**config.mk**
```make
export PLATFORM = sky130hd
export DESIGN_NAME = mp_reg_file
export DESIGN_NICKNAME = d
export VERILOG_FILES = /design/src/rtl/rf_pkg.sv /design/src/rtl/rf_read_port.sv /design/src/rtl/mp_reg_file.sv
export SDC_FILE = /design/constraint.sdc
export NUM_CORES = 2
export LEC_CHECK = 0
export CAP_MARGIN = 5
export CELL_PAD_IN_SITES_DETAIL_PLACEMENT = 1
export CELL_PAD_IN_SITES_GLOBAL_PLACEMENT = 2
export CORE_MARGIN = 2
export CORE_UTILIZATION = 41
export CTS_CLUSTER_DIAMETER = 50
export DETAILED_ROUTE_END_ITERATION = 8
export PLACE_DENSITY_LB_ADDON = 0.05
export RECOVER_POWER = 100
export SLEW_MARGIN = 20
export SYNTH_ARGS = -nofsm -noshare
export SYNTH_HDL_FRONTEND = slang
export SYNTH_SLANG_ARGS = --single-unit
```
**constraint.sdc**
```tcl
create_clock -name clk -period 5.5 [get_ports clk]
set_input_delay 1.65 -clock clk [delete_from_list [all_inputs] [get_ports clk]]
set_output_delay 1.65 -clock clk [all_outputs]
set_load 0.01 [all_outputs]
```
**src/rtl/rf_pkg.sv**
```systemverilog
// Shared constants, types and the write-port priority helper for the
// multi-ported register file.
package rf_pkg;

   localparam int RF_DATA_W    = 32;
   localparam int RF_ADDR_W    = 5;
   localparam int RF_NUM_RD    = 2;
   localparam int RF_NUM_WR    = 2;
   localparam int RF_MAX_PORTS = 4;

   typedef logic [1:0] port_idx_t;

   typedef struct packed {
      logic      hit;
      port_idx_t port;
   } rf_wr_sel_t;

   // Highest-numbered requesting port wins; hit is clear when nobody asks.
   function automatic rf_wr_sel_t rf_pick_writer(input logic [RF_MAX_PORTS-1:0] match);
      rf_wr_sel_t sel;
      sel.hit  = |match;
      sel.port = '0;
      for (int k = 0; k < RF_MAX_PORTS; k++) begin
         if (match[k]) begin
            sel.port = port_idx_t'(k);
         end
      end
      return sel;
   endfunction

endpackage

```
**src/rtl/rf_read_port.sv**
```systemverilog
// One combinational read port: array mux, same-cycle write forwarding and
// register-zero masking.
module rf_read_port
   import rf_pkg::*;
#(
   parameter int DATA_W   = RF_DATA_W,
   parameter int ADDR_W   = RF_ADDR_W,
   parameter int NUM_WR   = RF_NUM_WR,
   parameter int ZERO_REG = 1,
   parameter int BYPASS   = 1
) (
   input  logic [DATA_W-1:0]        mem [2**ADDR_W],
   input  logic [ADDR_W-1:0]        pr,
   input  logic                     reset,
   input  logic [NUM_WR-1:0]        wr_en,
   input  logic [NUM_WR*ADDR_W-1:0] wr_addr,
   input  logic [NUM_WR*DATA_W-1:0] wr_data,
   output logic [DATA_W-1:0]        rd
);

   always_comb begin
      logic [NUM_WR-1:0] match;
      rf_wr_sel_t        sel;
      match = '0;
      for (int k = 0; k < NUM_WR; k++) begin
         match[k] = wr_en[k] && (wr_addr[k*ADDR_W +: ADDR_W] == pr);
      end
      sel = rf_pick_writer(RF_MAX_PORTS'(match));

      rd = mem[pr];
      // Forwarding is disabled during reset so the bus shows pre-reset contents.
      if ((BYPASS != 0) && !reset && sel.hit) begin
         for (int k = 0; k < NUM_WR; k++) begin
            if (int'(sel.port) == k) begin
               rd = wr_data[k*DATA_W +: DATA_W];
            end
         end
      end
      if ((ZERO_REG != 0) && (pr == '0)) begin
         rd = '0;
      end
   end

endmodule

```
**src/rtl/mp_reg_file.sv**
```systemverilog
// Multi-ported register file: NUM_WR prioritised write ports, NUM_RD
// combinational read ports with optional forwarding and hardwired zero.
module mp_reg_file
   import rf_pkg::*;
#(
   parameter int DATA_W     = RF_DATA_W,
   parameter int ADDR_W     = RF_ADDR_W,
   parameter int NUM_RD     = RF_NUM_RD,
   parameter int NUM_WR     = RF_NUM_WR,
   parameter int ZERO_REG   = 1,
   parameter int BYPASS     = 1,
   parameter int INIT_INDEX = 1
) (
   input  logic                     clk,
   input  logic                     reset,
   input  logic [NUM_WR-1:0]        write,
   input  logic [NUM_WR*ADDR_W-1:0] WR,
   input  logic [NUM_WR*DATA_W-1:0] WD,
   input  logic [NUM_RD*ADDR_W-1:0] PR,
   output logic [NUM_RD*DATA_W-1:0] RD
);

   localparam int DEPTH = 2**ADDR_W;

   logic [DATA_W-1:0] mem_q [DEPTH];
   logic [DATA_W-1:0] mem_d [DEPTH];

   // Per-entry write resolution: when ports collide the highest one wins.
   always_comb begin
      logic [NUM_WR-1:0] match;
      rf_wr_sel_t        sel;
      for (int i = 0; i < DEPTH; i++) begin
         match = '0;
         for (int k = 0; k < NUM_WR; k++) begin
            match[k] = write[k] && (WR[k*ADDR_W +: ADDR_W] == ADDR_W'(i));
         end
         sel = rf_pick_writer(RF_MAX_PORTS'(match));

         mem_d[i] = mem_q[i];
         if (sel.hit && !((ZERO_REG != 0) && (i == 0))) begin
            for (int k = 0; k < NUM_WR; k++) begin
               if (int'(sel.port) == k) begin
                  mem_d[i] = WD[k*DATA_W +: DATA_W];
               end
            end
         end
      end
   end

   always_ff @(posedge clk) begin
      for (int i = 0; i < DEPTH; i++) begin
         if (reset) begin
            mem_q[i] <= (INIT_INDEX != 0) ? DATA_W'(unsigned'(i)) : '0;
         end else begin
            mem_q[i] <= mem_d[i];
         end
      end
   end

   genvar gi;
   generate
      for (gi = 0; gi < NUM_RD; gi++) begin : g_rd
         rf_read_port #(
            .DATA_W   (DATA_W),
            .ADDR_W   (ADDR_W),
            .NUM_WR   (NUM_WR),
            .ZERO_REG (ZERO_REG),
            .BYPASS   (BYPASS)
         ) u_rd (
            .mem     (mem_q),
            .pr      (PR[gi*ADDR_W +: ADDR_W]),
            .reset   (reset),
            .wr_en   (write),
            .wr_addr (WR),
            .wr_data (WD),
            .rd      (RD[gi*DATA_W +: DATA_W])
         );
      end
   endgenerate

endmodule

```
==> results.json <==
{
  "status": "finished, violations left",
  "violations": "capacitance limit, slew limit, setup timing",
  "htreeDepth": 4,
  "grt_start_max_net_pins": 187,
  "final_util": 0.512,
  "io-pin-count": 152,
  "cts-root-buf": "clkbuf_16",
  "synthTopCellsByArea": "dfxtp_1 (32%), mux4_2 (14%), mux2i_1 (12%)",
  "area_growth_syn_to_layout_pct": 23.6,
  "worst_pin_slew_ns": 3.07,
  "clk_pin_slew_ns": 0.06,
  "ys_types": 63,
  "async_flop_share": 0,
  "path_buf_inv": 7,
  "drive_above_1_share": 0.256,
  "slowest_stage": "nor4_4",
  "ys.warnings.count": 0,
  "synth_nets": 6884,
  "whs_ns": 0.498,
  "die_x_um": 393,
  "setup_ws_ns": -0.342,
  "endpoint_kind": "output port",
  "netlist_area_sq_um": 62200,
  "slew_headroom": -1.05,
  "grt_usage": 0.435,
  "yosysSeqAreaShare": 0.319,
  "grt_antenna_before_repair": 7,
  "avgRoutedWirePerCell_um": 39.0,
  "crit_path_start_kind": "primary input",
  "critPathTopFamily": "buffers and inverters",
  "setup_violations": 125,
  "ys_ff_latch": 992,
  "max_freq_ghz": 0.171,
  "largest_reg_flops": 992,
  "wirelength_um": 350000,
  "ir_drop_v": 0.000330,
  "cts_buffer_depth": 3,
  "grt_pass1_wl_um": 490000,
  "drt_iter0_markers": 7571,
  "first_pass_iters": 6,
  "final-hold-violation-count": 0,
  "clock_latency_ns": 0.82,
  "io_buffers": 151,
  "row_count": 142,
  "powerDensity_nw_per_um2": 274,
  "largestRegisters": "mem_q: 992 flops",
  "p_leak_nw": 28.0,
  "syn_avg_cell_area_sq_um": 9.15,
  "path_common_cell": "buf_12",
  "worst_ep_required_time_ns": 3.85,
  "synth_edf_count": 0,
  "skew_ns": 0,
  "path_class": "in -> out",
  "finalPower_mw": 21.1,
  "grt_overflow": 0,
  "final_max_slew_viol_count": 754,
  "fill_cells": 16300,
  "core_area_sq_um": 150000,
  "routabilityCongestion": 0.918,
  "nets": 6908,
  "rsz0062_at_grt": "yes",
  "die-area_sq_um": 155000,
  "top_register": "mem_q",
  "route.vias.total": 64200,
  "via_per_inst": 7.16,
  "period_share": 1.06,
  "hold_path_class": "reg -> reg",
  "ys.flop_type": "dfxtp_1",
  "synth_top_cell_area_share": 0.319,
  "cts_buffers": 153,
  "cts_tree": "built",
  "die_height_um": 393,
  "first_global_vias": 64300,
  "worstPathArrival_ns": 4.19,
  "hpwl_um": 214000,
  "synth_cells": 6796,
  "synth_top_area_cell": "dfxtp_1",
  "slowest_delay_ns": 0.56,
  "cts_sinks": 992,
  "postRouteAntennaNets": 0,
  "critical_path.max_fanout": 7,
  "crit_chain": "buf_16, buf_12, xor2_4, nor4_4, buf_4, and2_4, nor3b_4, buf_12, buf_12, a211oi_4, buf_4, buf_6",
  "max_cap_viol_count": 31,
  "drc": 0,
  "fin_crit_ns": 5.84,
  "initial_core_util": 0.414
}
==> worst min-delay path, cell delays in order (launching register included) <==
cell and delay [ns]:
dfxtp_1 0.32, nand2_1 0.06, a311oi_1 0.08
==> power by group <==
| part | switching [mW] | total (mW) | internal, mW |
|---|---|---|---|
| clock | 4.08 | 10.5 | 6.39 |
| combinational | 1.99 | 3.17 | 1.18 |
| sequential | 0.118 | 7.45 | 7.33 |
==> per-stage QoR <==
stage / cells / instance area (sq um) / setup TNS (ns) / setup WS [ns]
2_1_floorplan: 6796 / 62200 / 0 / 0.560
3_3_place_gp: 8620 / 69600 / -49.90 / -1.88
3_5_place_dp: 8620 / 69700 / -53.24 / -1.56
4_1_cts: 8947 / 76800 / -0.784 / -0.128
5_1_grt: 8965 / 76800 / -18.07 / -0.328
6_report: 8968 / 76800 / -19.30 / -0.342
==> synthesized netlist by cell type (4+ instances only) <==
cell and n:
a211o_1 31, a211oi_1 636, a21oi_1 86, a221oi_1 92, a22o_1 31, a22oi_1 82
a311oi_1 329, a31o_2 21, and2_1 6, buf_1 87, buf_2 133, buf_4 68
buf_6 17, clkbuf_1 665, clkbuf_2 25, dfxtp_1 992, inv_1 4, mux2_1 7
mux2_2 114, mux2i_1 768, mux4_2 386, nand2_1 508, nand2b_1 8, nand3_1 266
nand3b_1 21, nand4_1 7, nand4b_1 4, nor2_1 985, nor2b_1 24, nor3_1 37
nor4_1 34, o2111ai_1 31, o21ai_0 128, o221ai_1 33, o22ai_1 62, or3_1 4
xnor2_1 16, xor2_1 4
==> path summary, 6_finish.rpt <==
kind,from,to,slack (ns),cells after the start
worst max-delay path,PR[5],RD[62],-0.34,12
worst min-delay path,mem_q[884]$_SDFFE_PP0P_,mem_q[884]$_SDFFE_PP0P_,0.50,2
worst max register to register,mem_q[452]$_SDFFE_PP1P_,mem_q[452]$_SDFFE_PP1P_,4.48,3
worst min register to register,mem_q[884]$_SDFFE_PP0P_,mem_q[884]$_SDFFE_PP0P_,0.50,2
==> what timing repair did <==
| item | CTS | global route |
|---|---|---|
| gates resized for setup | 494 | 110 |
| hold buffers | 0 | 0 |
| pin swaps | 65 | 53 |
| setup endpoints to repair | 64 | 64 |
| gates cloned | 14 | 6 |
| setup buffers | 51 | 22 |
==> logic make-up (layout without fill, tap and decap cells) <==
logic type | Yosys count | count (layout) | synth area share
simple gates | 1933 | 1933 | 0.130
flops | 992 | 992 | 0.319
other cells | 0 | 4 | 0
xor+xnor | 20 | 20 | 0.00282
buf+inv | 1000 | 1152 | 0.0700
compound gates | 1576 | 1576 | 0.192
mux | 1275 | 1275 | 0.285
==> cell type report <==
class | instances | area, sq um | area share
multi-input combinational | 4804 | 39800 | 0.518
sequential | 992 | 19900 | 0.258
timing repair buffer | 865 | 9290 | 0.121
clock buffer | 203 | 4380 | 0.0570
tap | 2016 | 2520 | 0.0328
clock inverter | 80 | 960 | 0.0125
inverter | 4 | 15.0 | 0.000195
antenna | 4 | 10.0 | 0.000130
==> placed cells by master, fill, tap and decap left out, types with 31 or more instances in the layout <==
cell             count
dfxtp_1            992
nor2_1             976
mux2i_1            768
a211oi_1           600
nand2_1            486
buf_4              435
mux4_2             386
a311oi_1           329
nand3_1            263
buf_12             172
clkbuf_16          164
o21ai_0            128
mux2_2             114
a21oi_1             80
a22oi_1             79
a221oi_1            69
clkdlybuf4s50_1     64
o22ai_1             54
buf_2               49
clkbuf_1            39
nor3_1              35
buf_6               35
a22o_1              31
o2111ai_1           31
==> routing by layer <==
| metal | share of wire | global-route usage | vias to the layer above |
|---|---|---|---|
| met4 | 0.086 | 0.313 | 4 |
| met2 | 0.43 | 0.659 | 4180 |
| met5 | 0.000066 | 0 | - |
| met3 | 0.11 | 0.120 | 1375 |
| met1 | 0.37 | 0.532 | 32900 |
| li1 | - | - | 25800 |
Power figures use the tool's default switching activity.
